===== src/rtl/control_unit_if.sv =====
// Control bundle between the Mini SRC control unit and its datapath.
// master = control unit, slave = datapath side.
interface control_unit_if;
    logic        Stop;
    logic        CON_FF;
    logic [31:0] IR;
    logic [1:0]  interrupt;

    logic Run, ClearSig, Read, Write;
    logic ADD, SUB, AND, OR, ROR, ROL, SHR, SHRA, SHL, DIV, MUL, NEG, NOT;
    logic PCin, IRin, Yin, Zin, MARin, MDRin, HIin, LOin, CONin, OutPortIn, RAin, Rin;
    logic PCout, MDRout, Zhighout, Zlowout, HIout, LOout, Cout, OutPortOut, Rout, BAout;
    logic Gra, Grb, Grc, IncPC;

    modport master (
        input  Stop, CON_FF, IR, interrupt,
        output Run, ClearSig, Read, Write,
        output ADD, SUB, AND, OR, ROR, ROL, SHR, SHRA, SHL, DIV, MUL, NEG, NOT,
        output PCin, IRin, Yin, Zin, MARin, MDRin, HIin, LOin, CONin, OutPortIn, RAin, Rin,
        output PCout, MDRout, Zhighout, Zlowout, HIout, LOout, Cout, OutPortOut, Rout, BAout,
        output Gra, Grb, Grc, IncPC
    );

    modport slave (
        output Stop, CON_FF, IR, interrupt,
        input  Run, ClearSig, Read, Write,
        input  ADD, SUB, AND, OR, ROR, ROL, SHR, SHRA, SHL, DIV, MUL, NEG, NOT,
        input  PCin, IRin, Yin, Zin, MARin, MDRin, HIin, LOin, CONin, OutPortIn, RAin, Rin,
        input  PCout, MDRout, Zhighout, Zlowout, HIout, LOout, Cout, OutPortOut, Rout, BAout,
        input  Gra, Grb, Grc, IncPC
    );
endinterface


===== src/rtl/control_unit.sv =====
// Hardwired Moore control unit for Mini SRC: 3-step fetch, then opcode-specific T3..T7.
// Strobes are decoded from the current state and IR opcode (br T6 also looks at CON_FF).
module control_unit (
    input  logic           Clock,
    input  logic           Reset,
    control_unit_if.master bus
);
    typedef enum logic [3:0] {
        S_RESET, S_T0, S_T1, S_T2, S_T3, S_T4, S_T5, S_T6, S_T7, S_HALT
    } state_e;

    typedef enum logic [4:0] {
        OP_LD   = 5'd0,  OP_LDI  = 5'd1,  OP_ST   = 5'd2,  OP_ADD  = 5'd3,
        OP_SUB  = 5'd4,  OP_AND  = 5'd5,  OP_OR   = 5'd6,  OP_ROR  = 5'd7,
        OP_ROL  = 5'd8,  OP_SHR  = 5'd9,  OP_SHRA = 5'd10, OP_SHL  = 5'd11,
        OP_ADDI = 5'd12, OP_ANDI = 5'd13, OP_ORI  = 5'd14, OP_DIV  = 5'd15,
        OP_MUL  = 5'd16, OP_NEG  = 5'd17, OP_NOT  = 5'd18, OP_BR   = 5'd19,
        OP_JAL  = 5'd20, OP_JR   = 5'd21, OP_IN   = 5'd22, OP_OUT  = 5'd23,
        OP_MFHI = 5'd24, OP_MFLO = 5'd25, OP_NOP  = 5'd26, OP_HALT = 5'd27
    } op_e;

    localparam int unsigned ALU_W    = 13;
    localparam int unsigned ALU_ADD  = 12;
    localparam int unsigned ALU_SUB  = 11;
    localparam int unsigned ALU_AND  = 10;
    localparam int unsigned ALU_OR   = 9;
    localparam int unsigned ALU_ROR  = 8;
    localparam int unsigned ALU_ROL  = 7;
    localparam int unsigned ALU_SHR  = 6;
    localparam int unsigned ALU_SHRA = 5;
    localparam int unsigned ALU_SHL  = 4;
    localparam int unsigned ALU_DIV  = 3;
    localparam int unsigned ALU_MUL  = 2;
    localparam int unsigned ALU_NEG  = 1;
    localparam int unsigned ALU_NOT  = 0;

    state_e             state_q, state_d, done_state;
    op_e                opcode;
    logic [ALU_W-1:0]   op_alu, alu_sel;
    logic               is_rtype, is_imm, is_muldiv, is_unary, is_mem, is_nop;
    logic               t3_last, t4_last, t5_last, t6_last;
    logic               unused_ok;

    assign opcode    = op_e'(bus.IR[31:27]);
    assign unused_ok = ^{bus.IR[26:0], bus.interrupt};

    // Instruction classes and the step at which each instruction finishes
    assign is_rtype  = (opcode >= OP_ADD)  && (opcode <= OP_SHL);
    assign is_imm    = (opcode >= OP_ADDI) && (opcode <= OP_ORI);
    assign is_muldiv = (opcode == OP_MUL)  || (opcode == OP_DIV);
    assign is_unary  = (opcode == OP_NEG)  || (opcode == OP_NOT);
    assign is_mem    = (opcode <= OP_ST);
    assign is_nop    = (opcode == OP_NOP)  || (5'(opcode) > 5'd27);
    assign t3_last   = (opcode >= OP_JR)   && (opcode <= OP_MFLO);
    assign t4_last   = is_unary || (opcode == OP_JAL);
    assign t5_last   = is_rtype || is_imm || (opcode == OP_LDI);
    assign t6_last   = is_muldiv || (opcode == OP_BR);
    assign done_state = bus.Stop ? S_HALT : S_T0;

    // ALU operation implied by the opcode, used only in the compute step
    always_comb begin
        op_alu = '0;
        case (opcode)
            OP_ADD, OP_ADDI: op_alu[ALU_ADD]  = 1'b1;
            OP_SUB:          op_alu[ALU_SUB]  = 1'b1;
            OP_AND, OP_ANDI: op_alu[ALU_AND]  = 1'b1;
            OP_OR,  OP_ORI:  op_alu[ALU_OR]   = 1'b1;
            OP_ROR:          op_alu[ALU_ROR]  = 1'b1;
            OP_ROL:          op_alu[ALU_ROL]  = 1'b1;
            OP_SHR:          op_alu[ALU_SHR]  = 1'b1;
            OP_SHRA:         op_alu[ALU_SHRA] = 1'b1;
            OP_SHL:          op_alu[ALU_SHL]  = 1'b1;
            OP_DIV:          op_alu[ALU_DIV]  = 1'b1;
            OP_MUL:          op_alu[ALU_MUL]  = 1'b1;
            OP_NEG:          op_alu[ALU_NEG]  = 1'b1;
            OP_NOT:          op_alu[ALU_NOT]  = 1'b1;
            default:         op_alu = '0;
        endcase
    end

    always_ff @(posedge Clock) begin
        if (Reset) state_q <= S_RESET;
        else       state_q <= state_d;
    end

    always_comb begin
        state_d        = state_q;
        alu_sel        = '0;
        bus.Read       = 1'b0; bus.Write      = 1'b0;
        bus.PCin       = 1'b0; bus.IRin       = 1'b0; bus.Yin        = 1'b0;
        bus.Zin        = 1'b0; bus.MARin      = 1'b0; bus.MDRin      = 1'b0;
        bus.HIin       = 1'b0; bus.LOin       = 1'b0; bus.CONin      = 1'b0;
        bus.OutPortIn  = 1'b0; bus.RAin       = 1'b0; bus.Rin        = 1'b0;
        bus.PCout      = 1'b0; bus.MDRout     = 1'b0; bus.Zhighout   = 1'b0;
        bus.Zlowout    = 1'b0; bus.HIout      = 1'b0; bus.LOout      = 1'b0;
        bus.Cout       = 1'b0; bus.OutPortOut = 1'b0; bus.Rout       = 1'b0;
        bus.BAout      = 1'b0; bus.Gra        = 1'b0; bus.Grb        = 1'b0;
        bus.Grc        = 1'b0; bus.IncPC      = 1'b0;

        case (state_q)
            S_RESET: state_d = S_T0;
            S_T0: begin
                bus.PCout = 1'b1; bus.MARin = 1'b1; bus.IncPC = 1'b1; bus.Zin = 1'b1;
                state_d = S_T1;
            end
            S_T1: begin
                bus.Zlowout = 1'b1; bus.PCin = 1'b1; bus.Read = 1'b1; bus.MDRin = 1'b1;
                state_d = S_T2;
            end
            S_T2: begin
                bus.MDRout = 1'b1; bus.IRin = 1'b1;
                if (opcode == OP_HALT) state_d = S_HALT;
                else if (is_nop)       state_d = done_state;
                else                   state_d = S_T3;
            end
            S_T3: begin
                state_d = t3_last ? done_state : S_T4;
                if (is_rtype || is_imm) begin
                    bus.Grb = 1'b1; bus.Rout = 1'b1; bus.Yin = 1'b1;
                end else if (is_unary) begin
                    bus.Grb = 1'b1; bus.Rout = 1'b1; bus.Zin = 1'b1; alu_sel = op_alu;
                end else if (is_muldiv) begin
                    bus.Gra = 1'b1; bus.Rout = 1'b1; bus.Yin = 1'b1;
                end else if (is_mem) begin
                    bus.Grb = 1'b1; bus.BAout = 1'b1; bus.Yin = 1'b1;
                end else begin
                    case (opcode)
                        OP_BR:   begin bus.Gra = 1'b1; bus.Rout = 1'b1; bus.CONin = 1'b1; end
                        OP_JR:   begin bus.Gra = 1'b1; bus.Rout = 1'b1; bus.PCin = 1'b1; end
                        OP_JAL:  begin bus.PCout = 1'b1; bus.RAin = 1'b1; end
                        OP_IN:   begin bus.OutPortOut = 1'b1; bus.Gra = 1'b1; bus.Rin = 1'b1; end
                        OP_OUT:  begin bus.Gra = 1'b1; bus.Rout = 1'b1; bus.OutPortIn = 1'b1; end
                        OP_MFHI: begin bus.HIout = 1'b1; bus.Gra = 1'b1; bus.Rin = 1'b1; end
                        OP_MFLO: begin bus.LOout = 1'b1; bus.Gra = 1'b1; bus.Rin = 1'b1; end
                        default: ;
                    endcase
                end
            end
            S_T4: begin
                state_d = t4_last ? done_state : S_T5;
                if (is_rtype) begin
                    bus.Grc = 1'b1; bus.Rout = 1'b1; bus.Zin = 1'b1; alu_sel = op_alu;
                end else if (is_imm) begin
                    bus.Cout = 1'b1; bus.Zin = 1'b1; alu_sel = op_alu;
                end else if (is_unary) begin
                    bus.Zlowout = 1'b1; bus.Gra = 1'b1; bus.Rin = 1'b1;
                end else if (is_muldiv) begin
                    bus.Grb = 1'b1; bus.Rout = 1'b1; bus.Zin = 1'b1; alu_sel = op_alu;
                end else if (is_mem) begin
                    bus.Cout = 1'b1; bus.Zin = 1'b1; alu_sel[ALU_ADD] = 1'b1;
                end else if (opcode == OP_BR) begin
                    bus.PCout = 1'b1; bus.Yin = 1'b1;
                end else if (opcode == OP_JAL) begin
                    bus.Gra = 1'b1; bus.Rout = 1'b1; bus.PCin = 1'b1;
                end
            end
            S_T5: begin
                state_d = t5_last ? done_state : S_T6;
                if (t5_last) begin
                    bus.Zlowout = 1'b1; bus.Gra = 1'b1; bus.Rin = 1'b1;
                end else if (is_muldiv) begin
                    bus.Zlowout = 1'b1; bus.LOin = 1'b1;
                end else if (is_mem) begin
                    bus.Zlowout = 1'b1; bus.MARin = 1'b1;
                end else if (opcode == OP_BR) begin
                    bus.Cout = 1'b1; bus.Zin = 1'b1; alu_sel[ALU_ADD] = 1'b1;
                end
            end
            S_T6: begin
                state_d = t6_last ? done_state : S_T7;
                if (is_muldiv) begin
                    bus.Zhighout = 1'b1; bus.HIin = 1'b1;
                end else if (opcode == OP_LD) begin
                    bus.Read = 1'b1; bus.MDRin = 1'b1;
                end else if (opcode == OP_ST) begin
                    bus.Gra = 1'b1; bus.Rout = 1'b1; bus.MDRin = 1'b1;
                end else if (opcode == OP_BR) begin
                    bus.Zlowout = 1'b1; bus.PCin = bus.CON_FF;
                end
            end
            S_T7: begin
                state_d = done_state;
                if (opcode == OP_LD) begin
                    bus.MDRout = 1'b1; bus.Gra = 1'b1; bus.Rin = 1'b1;
                end else if (opcode == OP_ST) begin
                    bus.Write = 1'b1;
                end
            end
            S_HALT:  state_d = S_HALT;
            default: state_d = S_RESET;
        endcase
    end

    assign {bus.ADD, bus.SUB, bus.AND, bus.OR, bus.ROR, bus.ROL, bus.SHR,
            bus.SHRA, bus.SHL, bus.DIV, bus.MUL, bus.NEG, bus.NOT} = alu_sel;
    assign bus.Run      = (state_q != S_RESET) && (state_q != S_HALT);
    assign bus.ClearSig = (state_q == S_RESET);
endmodule


===== src/flat_wrapper.sv =====
// flat-port wrapper written by rule: the top's interface ports become plain ports
module control_unit_flat 
  (Clock, Reset, bus_Stop, bus_CON_FF, bus_IR, bus_interrupt, bus_Run, bus_ClearSig, bus_Read, bus_Write, bus_ADD, bus_SUB, bus_AND, bus_OR, bus_ROR, bus_ROL, bus_SHR, bus_SHRA, bus_SHL, bus_DIV, bus_MUL, bus_NEG, bus_NOT, bus_PCin, bus_IRin, bus_Yin, bus_Zin, bus_MARin, bus_MDRin, bus_HIin, bus_LOin, bus_CONin, bus_OutPortIn, bus_RAin, bus_Rin, bus_PCout, bus_MDRout, bus_Zhighout, bus_Zlowout, bus_HIout, bus_LOout, bus_Cout, bus_OutPortOut, bus_Rout, bus_BAout, bus_Gra, bus_Grb, bus_Grc, bus_IncPC);
  control_unit_if bus_i ();
  input  logic Clock;
  input  logic Reset;
  input wire logic [$bits(bus_i.Stop)-1:0] bus_Stop;
  input wire logic [$bits(bus_i.CON_FF)-1:0] bus_CON_FF;
  input wire logic [$bits(bus_i.IR)-1:0] bus_IR;
  input wire logic [$bits(bus_i.interrupt)-1:0] bus_interrupt;
  output wire logic [$bits(bus_i.Run)-1:0] bus_Run;
  output wire logic [$bits(bus_i.ClearSig)-1:0] bus_ClearSig;
  output wire logic [$bits(bus_i.Read)-1:0] bus_Read;
  output wire logic [$bits(bus_i.Write)-1:0] bus_Write;
  output wire logic [$bits(bus_i.ADD)-1:0] bus_ADD;
  output wire logic [$bits(bus_i.SUB)-1:0] bus_SUB;
  output wire logic [$bits(bus_i.AND)-1:0] bus_AND;
  output wire logic [$bits(bus_i.OR)-1:0] bus_OR;
  output wire logic [$bits(bus_i.ROR)-1:0] bus_ROR;
  output wire logic [$bits(bus_i.ROL)-1:0] bus_ROL;
  output wire logic [$bits(bus_i.SHR)-1:0] bus_SHR;
  output wire logic [$bits(bus_i.SHRA)-1:0] bus_SHRA;
  output wire logic [$bits(bus_i.SHL)-1:0] bus_SHL;
  output wire logic [$bits(bus_i.DIV)-1:0] bus_DIV;
  output wire logic [$bits(bus_i.MUL)-1:0] bus_MUL;
  output wire logic [$bits(bus_i.NEG)-1:0] bus_NEG;
  output wire logic [$bits(bus_i.NOT)-1:0] bus_NOT;
  output wire logic [$bits(bus_i.PCin)-1:0] bus_PCin;
  output wire logic [$bits(bus_i.IRin)-1:0] bus_IRin;
  output wire logic [$bits(bus_i.Yin)-1:0] bus_Yin;
  output wire logic [$bits(bus_i.Zin)-1:0] bus_Zin;
  output wire logic [$bits(bus_i.MARin)-1:0] bus_MARin;
  output wire logic [$bits(bus_i.MDRin)-1:0] bus_MDRin;
  output wire logic [$bits(bus_i.HIin)-1:0] bus_HIin;
  output wire logic [$bits(bus_i.LOin)-1:0] bus_LOin;
  output wire logic [$bits(bus_i.CONin)-1:0] bus_CONin;
  output wire logic [$bits(bus_i.OutPortIn)-1:0] bus_OutPortIn;
  output wire logic [$bits(bus_i.RAin)-1:0] bus_RAin;
  output wire logic [$bits(bus_i.Rin)-1:0] bus_Rin;
  output wire logic [$bits(bus_i.PCout)-1:0] bus_PCout;
  output wire logic [$bits(bus_i.MDRout)-1:0] bus_MDRout;
  output wire logic [$bits(bus_i.Zhighout)-1:0] bus_Zhighout;
  output wire logic [$bits(bus_i.Zlowout)-1:0] bus_Zlowout;
  output wire logic [$bits(bus_i.HIout)-1:0] bus_HIout;
  output wire logic [$bits(bus_i.LOout)-1:0] bus_LOout;
  output wire logic [$bits(bus_i.Cout)-1:0] bus_Cout;
  output wire logic [$bits(bus_i.OutPortOut)-1:0] bus_OutPortOut;
  output wire logic [$bits(bus_i.Rout)-1:0] bus_Rout;
  output wire logic [$bits(bus_i.BAout)-1:0] bus_BAout;
  output wire logic [$bits(bus_i.Gra)-1:0] bus_Gra;
  output wire logic [$bits(bus_i.Grb)-1:0] bus_Grb;
  output wire logic [$bits(bus_i.Grc)-1:0] bus_Grc;
  output wire logic [$bits(bus_i.IncPC)-1:0] bus_IncPC;
  assign bus_i.Stop = bus_Stop;
  assign bus_i.CON_FF = bus_CON_FF;
  assign bus_i.IR = bus_IR;
  assign bus_i.interrupt = bus_interrupt;
  assign bus_Run = bus_i.Run;
  assign bus_ClearSig = bus_i.ClearSig;
  assign bus_Read = bus_i.Read;
  assign bus_Write = bus_i.Write;
  assign bus_ADD = bus_i.ADD;
  assign bus_SUB = bus_i.SUB;
  assign bus_AND = bus_i.AND;
  assign bus_OR = bus_i.OR;
  assign bus_ROR = bus_i.ROR;
  assign bus_ROL = bus_i.ROL;
  assign bus_SHR = bus_i.SHR;
  assign bus_SHRA = bus_i.SHRA;
  assign bus_SHL = bus_i.SHL;
  assign bus_DIV = bus_i.DIV;
  assign bus_MUL = bus_i.MUL;
  assign bus_NEG = bus_i.NEG;
  assign bus_NOT = bus_i.NOT;
  assign bus_PCin = bus_i.PCin;
  assign bus_IRin = bus_i.IRin;
  assign bus_Yin = bus_i.Yin;
  assign bus_Zin = bus_i.Zin;
  assign bus_MARin = bus_i.MARin;
  assign bus_MDRin = bus_i.MDRin;
  assign bus_HIin = bus_i.HIin;
  assign bus_LOin = bus_i.LOin;
  assign bus_CONin = bus_i.CONin;
  assign bus_OutPortIn = bus_i.OutPortIn;
  assign bus_RAin = bus_i.RAin;
  assign bus_Rin = bus_i.Rin;
  assign bus_PCout = bus_i.PCout;
  assign bus_MDRout = bus_i.MDRout;
  assign bus_Zhighout = bus_i.Zhighout;
  assign bus_Zlowout = bus_i.Zlowout;
  assign bus_HIout = bus_i.HIout;
  assign bus_LOout = bus_i.LOout;
  assign bus_Cout = bus_i.Cout;
  assign bus_OutPortOut = bus_i.OutPortOut;
  assign bus_Rout = bus_i.Rout;
  assign bus_BAout = bus_i.BAout;
  assign bus_Gra = bus_i.Gra;
  assign bus_Grb = bus_i.Grb;
  assign bus_Grc = bus_i.Grc;
  assign bus_IncPC = bus_i.IncPC;
  control_unit u_core (.Clock(Clock), .Reset(Reset), .bus(bus_i));
endmodule

===== config.mk =====
export PLATFORM = sky130hd
export DESIGN_NAME = control_unit_flat
export DESIGN_NICKNAME = d
export VERILOG_FILES = /design/src/rtl/control_unit_if.sv /design/src/rtl/control_unit.sv /design/src/flat_wrapper.sv
export SDC_FILE = /design/constraint.sdc
export NUM_CORES = 1
export LEC_CHECK = 0
export BUFFER_PORTS_ARGS = -buffer_cell sky130_fd_sc_hd__buf_2
export CAP_MARGIN = 20
export CORE_MARGIN = 8
export CORE_UTILIZATION = 35
export DETAILED_ROUTE_END_ITERATION = 8
export PLACE_DENSITY = 0.7
export SLEW_MARGIN = 30
export SYNTH_ARGS = -nofsm -noshare
export SYNTH_HDL_FRONTEND = slang
export SYNTH_SLANG_ARGS = --single-unit

===== constraint.sdc =====
create_clock -name Clock -period 4.73 [get_ports Clock]
set_clock_uncertainty 0.1 [all_clocks]
set_input_delay 0.7095 -clock Clock [delete_from_list [all_inputs] [get_ports Clock]]
set_output_delay 0.7095 -clock Clock [all_outputs]
set_load 0.02 [all_outputs]

==> metrics.md, run 1 <==
| Metric | Value |
|---|---|
| Final WL | `a little over 4000 um` |
| Net Count, Synth | `between 200 and 250` |
| Ports | `between 80 and 90` |
| Final setup viols | `0` |
| Worst R2R Start | `u_core.state_q[0]` |
| Yosys cell types | `58` |
| Port bufs | `51` |
| GRT Total Usage | `15.4%` |
| CP required | `just under 4 ns` |
| Final Non-Filler Cells | `between 200 and 300` |
| Core footprint | `between 3000 and 4000 um2` |
| Initial Util | `37.0%` |
| CTS Buf Count | `3` |
| DP Cell Count | `262` |
| Async SR Flop Fraction | `0%` |
| Num Clock Sinks | `4` |
| Layout cells sized above 1 | `between 20% and 30%` |
| Number of synthesized flops with an enable pin | `0` |
| Peak VDD IR | `about 44 uV` |
| Global-route wire length before repair | `approximately 6800 um` |
| R2R Setup Slk | `between 2 and 2.5 ns` |
| Dpl hpwl | `between 3000 and 4000 um` |
| Most numerous cell on the critical path | `buf_2` |
| Max_cap viols | `0` |
| Die area | `approximately 5300 um2` |
| Tightest Hold Check Type | `reg -> reg` |
| Top FF cell, synth | `dfxtp_1` |
| RSZ-0062 raised after global routing | `false` |
| Post-place setup slack | `about 1.4 ns` |
| Reg with most FFs | `u_core.state_q` |
| Critical Path, Cell by Cell | `buf_2 -> or3b_4 -> or3_1 -> a211oi_1 -> nor3b_2 -> buf_2` |
| FF-to-FF End | `u_core.state_q[3]` |
| Cell Pwr Density | `approximately 130 nW/um2` |
| Gpl congestion | `~0.9` |
| Status | `finished, final reports clean` |
| Clk_lat worst skew | `approximately 0.24 ns` |
| Multi-input logic area | `roughly 950 um2` |
| Largest net degree at the start of global routing | `29` |
| P_leak | `about 0.63 nW` |
| Synthesis-stage register bit count | `4` |
| Fillers | `between 300 and 400` |
| DRT Pass-1 Iters | `4` |
| Ant diodes | `0` |
| # hold bufs at CTS | `0` |
| Die H | `73.0 um` |
| Post-layout util | `between 40 and 50%` |
| Crit share post-route | `71.7%` |
| FP Rows | `20` |
| Critical path arrival | `approximately 2.6 ns` |
| WL/cell | `roughly 16 um` |
| Layout area overhead | `21.2%` |
| H-Tree Depth | `1` |
| Die width | `73.0 um` |
| Post-route ant nets | `0` |
| Worst relative slew slack | `a little under half` |
| CTS Buffer Depth | `2` |
| Crit path to | `bus_AND` |
| Drt first-iter violations | `129` |
| Number of global-route vias before repair | `roughly 1300` |
| Crit-path max cell delay | `~0.46 ns` |
| CP bufs+invs | `2` |
| Setup_tns | `0 ns` |
| Avg Synthesized Cell Area | `between 6 and 7 um2` |
| Clk Tree Root Cell | `clkbuf_4` |
| CP max FO | `28` |
| Max-slew violations | `0` |
| Biggest regs | `u_core.state_q x4` |
| Via/cell ratio | `5.77` |
| Crit path max-delay family | `simple AND/OR/NAND/NOR gates` |
| Post-CTS Setup Bufs | `0` |
| Seq. cell area | `between 80 and 90 um2` |
| R2R cell count | `5` |
| Number of flip-flops in the largest register | `4` |
| Seq/Total Area, Yosys | `about 7.0%` |
| Final Power | `around 180 uW` |
| Final WS setup | `1.34 ns` |
| Cells after Synth | `~190` |
| Measured slew at the worst slew-check pin | `a little under 0.8 ns` |
| Fin. Hold Viols | `0` |
| Hold Startpoint | `u_core.state_q[0]` |
| # DRC | `0` |
| PostCTS Resize Cnt | `0` |
| Worst path slowest cell | `or3b_4` |
| Setup CP Type | `in -> out` |
| Nets@finish | `approximately 260` |
| Min Tclk post-route | `around 3.4 ns` |
| FMAX | `295 MHz` |
| Via count | `1530` |
| Initial antenna violation count | `0` |
| Yosys warning count | `0` |
| Crit end category | `primary output` |
| Critical path launch point | `bus_IR[31]` |
| CTS tree | `built` |
| Crit start category | `input pin` |
| Clk pin slew, worst setup/hold paths | `0.03 ns` |
| Total gr overflow | `0` |
| Critical path depth | `6` |
| Synthesized area | `1140 um2` |
==> kinds of logic (layout without fill, tap and decap cells) <==
kind of cell | after synthesis | in the layout | share of synthesized area, %
AO/OA/AOI/OAI | 52 | 52 | 30.6
AND/OR/NAND/NOR | 106 | 106 | 51.8
buffers and inverters | 21 | 57 | 9.02
XOR/XNOR | 2 | 2 | 1.54
flip-flops | 4 | 4 | 7.04
==> cells in the final DEF (no fill, tap or decap), types with 3 or more instances in the layout <==
cell type | synthesis | final
o31ai_1 | 3 | 3
or3_1 | 3 | 3
and2_1 | 4 | 4
and3_1 | 4 | 4
nor4_1 | 4 | 4
nand3_1 | 6 | 6
buf_2 | 7 | 51
inv_1 | 3 | 3
a21oi_1 | 10 | 10
nor2_1 | 26 | 26
nand2b_1 | 7 | 7
nor3_1 | 6 | 6
nor2b_1 | 5 | 5
o21ai_0 | 15 | 15
clkbuf_4 | 0 | 3
nand2_1 | 21 | 21
dfxtp_1 | 4 | 4
==> synthesized netlist by cell type, drive strengths merged, types with 2 or more instances <==
master	n	area [um2]
nor2	26	97.6
nand2	21	78.8
o21ai	16	83.8
buf	11	65.1
a21oi	10	50.1
nor3	8	56.3
clkbuf	7	26.3
nand2b	7	43.8
nand3	6	30.0
and2	5	31.3
nor2b	5	31.3
and3	4	25.0
dfxtp	4	80.1
nor4	4	25.0
inv	3	11.3
o31ai	3	22.5
or3	3	18.8
a211oi	2	15.0
a21o	2	15.0
a31oi	2	12.5
nand3b	2	15.0
nand4	2	12.5
nor3b	2	20.0
o211ai	2	15.0
or2	2	12.5
or3b	2	20.0
xnor2	2	17.5
==> metrics by stage <==
step / area (um2) / hold WS [ns]
after floorplan: 1140 / 0.571
after global placement: 1360 / 0.648
after detailed placement: 1360 / 0.666
after CTS: 1380 / 0.676
after global routing: 1380 / 0.757
final: 1380 / 0.688
==> power by group <==
group,total (mW),internal (mW),switching [mW]
Clock,0.0436,0.0285,0.0152
Sequential,0.0431,0.0360,0.00707
Combinational,0.0938,0.0308,0.0630
==> routing by layer <==
metal	vias up	GRT usage (%)	share of wire (%)
met5	-	0	0
met4	0	4.22	0.55
met3	2	4.26	11
met2	69	22.6	44
met1	696	20.9	44
li1	763	-	-
==> tightest hold or removal path, stage by stage, from the launching register on <==
cell,delay [ns]
dfxtp_1,0.45
nand2b_1,0.17
a311oi_1,0.05
nor2_1,0.08
==> cell type report <==
| cell class | instances | area share [%] |
|---|---|---|
| clock buffer | 3 | 1.63 |
| inverter | 3 | 0.817 |
| multi-input combinational | 160 | 69.2 |
| sequential | 4 | 5.81 |
| tap | 44 | 3.99 |
| timing repair buffer | 51 | 18.5 |
==> worst min-delay path by stage <==
stage	endpoint	depth (start not counted)	slack (ns)
3_3_place_gp	u_core.state_q[0]	3	0.65
2_1_floorplan	u_core.state_q[0]	3	0.57
4_1_cts	u_core.state_q[0]	3	0.68
6_report	u_core.state_q[0]	3	0.69
5_1_grt	u_core.state_q[0]	3	0.76
3_5_place_dp	u_core.state_q[0]	2	0.67
Note: power is estimated with default switching activity, not from simulation.
==> run 2: changes to the inputs <==
Settings changed: ABC_AREA set to 1, PLACE_DENSITY 0.7 to 0.73.
Clock period 4.73 ns to 2.9 ns, I/O delays scaled along.
==> run 2 against run 1 <==
Against the previous run: non-clock buffer count stayed put; via count is 2.6% higher; sequential cell count stayed put; largest power group unchanged; worst setup slack worse by 0.87 ns; critical endpoint is now bus_OutPortIn; total power is 65% higher; highest routed layer unchanged; clock power is 61% higher; combinational power is 76% higher; first-iteration DRC count is 20% lower; routed wire length is 1.9% lower; worst hold slack worse by 0.36 ns; largest cell class unchanged; synthesized area is 0.44% lower.
==> metrics.md, run 2 <==
| Metric | Value |
|---|---|
| Post-layout util | `46.7% (was 44.8%)` |
| Tightest Hold Check Type | `in -> reg (was reg -> reg)` |
| Measured slew at the worst slew-check pin | `0.411 ns (was 0.774 ns)` |
| Cell Pwr Density | `208 nW/um2 (was 131 nW/um2)` |
| FP Rows | `20 (unchanged)` |
| Ports | `81 (unchanged)` |
| Yosys top cell area share | `15.6% (was 8.58%)` |
| Crit path max-delay family | `simple AND/OR/NAND/NOR gates (unchanged)` |
| Critical Path, Cell by Cell | `inv_2 -> nand2_1 -> nor2_4 -> inv_2 -> nor3_4 -> nand3_1 -> nor3_2 -> buf_2 (was buf_2 -> or3b_4 -> or3_1 -> a211oi_1 -> nor3b_2 -> buf_2)` |
| Via/cell ratio | `5.06 (was 5.77)` |
| Most common cell after layout, fill and taps aside | `buf_2 (unchanged)` |
| Clk pin slew, worst setup/hold paths | `0.04 ns (was 0.03 ns)` |
| Synth Area in Compound Gates | `12.7% (was 30.6%)` |
| P_leak | `0.805 nW (was 0.627 nW)` |
| Final setup viols | `0 (unchanged)` |
| Avg Synthesized Cell Area | `5.24 um2 (was 6.15 um2)` |
| Fillers | `363 (was 344)` |
| Total gr overflow | `0 (unchanged)` |
| Net Count, Synth | `254 (was 223)` |
| Sw Ratio | `49.3% (was 47.2%)` |
| Min Tclk post-route | `around 2.4 ns` |
| Yosys warning count | `0 (unchanged)` |
| Critical path arrival | `1.89 ns (was 2.58 ns)` |
| Seq/Total Area, Yosys | `7.07% (was 7.04%)` |
| Number of synthesized flops with an enable pin | `0 (unchanged)` |
| Synth top area cells | `nand2_1, nor2_1, inv_1 (was nor2_1, dfxtp_1, nand2_1)` |
| Nets@finish | `306 (was 261)` |
| Worst relative slew slack | `72.4% (was 47.7%)` |
| Commonest non-fill, non-tap cells in the layout | `buf_2, nand2_1, nor2_1, inv_1, nand3_1 (was buf_2, nor2_1, nand2_1, o21ai_0, a21oi_1)` |
| Biggest regs | `u_core.state_q x4 (unchanged)` |
| Max_cap viols | `0 (unchanged)` |
| # hold bufs at CTS | `0 (unchanged)` |
| PostCTS Resize Cnt | `0 (unchanged)` |
| Peak VDD IR | `92.5 uV (was 43.5 uV)` |
| Post-synthesis mux area share | `0% (unchanged)` |
| Post-route ant nets | `0 (unchanged)` |
| Status | `finished, final reports clean (unchanged)` |
| Yosys cell types | `28 (was 58)` |
| GRT Total Usage | `15.5% (was 15.4%)` |
| Drt first-iter violations | `103 (was 129)` |
| Placed instance area | `1420 um2 (was 1360 um2)` |
| Max-slew violations | `0 (unchanged)` |
| Reg with most FFs | `u_core.state_q (unchanged)` |
| Most numerous cell on the critical path | `inv_2 (was buf_2)` |
| Initial Util | `36.8% (was 37.0%)` |
| Setup CP Type | `reg -> out (was in -> out)` |
| Core footprint | `3080 um2 (unchanged)` |
| Initial antenna violation count | `0 (unchanged)` |
| Clk Tree Root Cell | `clkbuf_4 (unchanged)` |
| H-Tree Depth | `1 (unchanged)` |
| Area leader, netlist | `nand2_1 (was nor2_1)` |
| Largest net degree at the start of global routing | `12 (was 29)` |
| Int Power | `151 uW (was 95.2 uW)` |
| Design area | `1440 um2 (was 1380 um2)` |
| Num Clock Sinks | `4 (unchanged)` |
| Top-count cell post-synth | `nand2_1 (was nor2_1)` |
| Layout cells sized above 1 | `35.0% (was 29.0%)` |
| Post-CTS Setup Bufs | `0 (unchanged)` |
| Dpl hpwl | `3420 um (was 3210 um)` |
| Port bufs | `51 (unchanged)` |
| Cells after Synth | `216 (was 185)` |
| Die width | `72.9 um (was 73.0 um)` |
| Simple-Gate Fraction of Synth Area | `65.5% (was 51.8%)` |
| Clk_lat worst skew | `0.24 ns (about the same)` |
| DRT Pass-1 Iters | `4 (unchanged)` |
| Via count | `1570 (was 1530)` |
| Clk network pwr share | `23.5% (was 24.2%)` |
| # DRC | `0 (unchanged)` |
| Worst path slowest cell | `dfxtp_1 (was or3b_4)` |
| Final Power | `298 uW (was 181 uW)` |
| Global-route wire length before repair | `6730 um (was 6760 um)` |
| Die area | `5310 um2 (was 5330 um2)` |
| Adder-Cell Fraction of Synth Area | `0% (unchanged)` |
| Number of flip-flops in the largest register | `4 (unchanged)` |
| Async SR Flop Fraction | `0% (unchanged)` |
| RSZ-0062 raised after global routing | `false (unchanged)` |
| CP max FO | `11 (was 28)` |
| Setup_tns | `0 ns (unchanged)` |
| Crit end category | `primary output (unchanged)` |
| Sequential share of power | `21.2% (was 23.9%)` |
| CTS Buffer Depth | `2 (unchanged)` |
| Main combinational cell family by area after synthesis | `simple AND/OR/NAND/NOR gates (unchanged)` |
| Synthesis-stage register bit count | `4 (unchanged)` |
| Crit share post-route | `83.7%` |
| Synth top cells by count | `nand2_1, nor2_1, inv_1, nand3_1 (was nor2_1, nand2_1, o21ai_0, a21oi_1)` |
| Gate power share | `55.3% (was 52.0%)` |
| Top FF cell, synth | `dfxtp_1 (unchanged)` |
| Final WL | `4080 um (was 4160 um)` |
| NetSw | `147 uW (was 85.3 uW)` |
| FMAX | `approximately 410 MHz` |
| Post-Synth XOR/XNOR Area | `0% (was 1.54%)` |
| Number of global-route vias before repair | `1445 (was 1348)` |
| Synthesized area | `1130 um2 (was 1140 um2)` |
| WHS | `0.326 ns (was 0.688 ns)` |
| CP bufs+invs | `3 (was 2)` |
| Die H | `72.9 um (was 73.0 um)` |
| Ant diodes | `0 (unchanged)` |
| CP required | `2.37 ns (was 3.92 ns)` |
| Gpl congestion | `0.929 (was 0.926)` |
| CTS tree | `built (unchanged)` |
| Crit start category | `register (was input pin)` |
| Layout area overhead | `27.0% (was 21.2%)` |
| Crit-path max cell delay | `0.31 ns (was 0.46 ns)` |
| Fin. Hold Viols | `0 (unchanged)` |
| WL/cell | `13.2 um (was 15.7 um)` |
| CTS Buf Count | `3 (unchanged)` |
run 2: changes by cell type after synthesis, sizes merged, moves of 6 or more:
cell,previous run,this run
nand2b,7,0
nand2,21,58
o21ai,16,10
clkbuf,7,0
buf,11,4
nor2,26,48
inv,3,36
nand3,6,25
run 2: area by class of cell:
class                      instances  area, um2  area share, %
timing repair buffer              51        255           17.8
tap                               44       55.1           3.83
sequential                         4       80.1           5.57
inverter                          37        139           9.66
clock buffer                       3       22.5           1.57
multi-input combinational        171        886           61.6
run 2: final timing paths:
path                                           to         startpoint  slack [ns]  depth (start not counted)
worst max-delay path                bus_OutPortIn  u_core.state_q[1]        0.47                          8
worst min-delay path            u_core.state_q[0]              Reset        0.33                          2
worst max register to register  u_core.state_q[1]  u_core.state_q[0]        1.37                          6
worst min register to register  u_core.state_q[0]  u_core.state_q[3]        0.59                          4
run 2: power groups by stage:
stage	sequential (mW)	clock (mW)	combinational, mW
6_report	0.0632	0.0701	0.165
5_1_grt	0.0637	0.0762	0.182
4_1_cts	0.0632	0.0723	0.165
3_5_place_dp	0.0639	0	0.164
3_3_place_gp	0.0637	0	0.163
2_1_floorplan	0.0632	0	0.116
run 2: cell families after synthesis:
family | count (synthesis)
compound gates | 25
buf+inv | 41
flops | 4
simple gates | 146
run 2: layer usage:
metal | up-vias | global-route usage [%] | wire (um)
met3 | 2 | 3.57 | 356
li1 | 803 | - | -
met5 | - | 0 | 0
met2 | 71 | 25.3 | 1830
met4 | 0 | 2.22 | 17
met1 | 694 | 20.2 | 1880
run 2: per-stage QoR:
stage / setup WS (ns) / cells
after floorplan: 0.694 / 216
after global placement: 0.576 / 307
after detailed placement: 0.542 / 307
after CTS: 0.488 / 310
after global routing: 0.335 / 310
final: 0.473 / 310
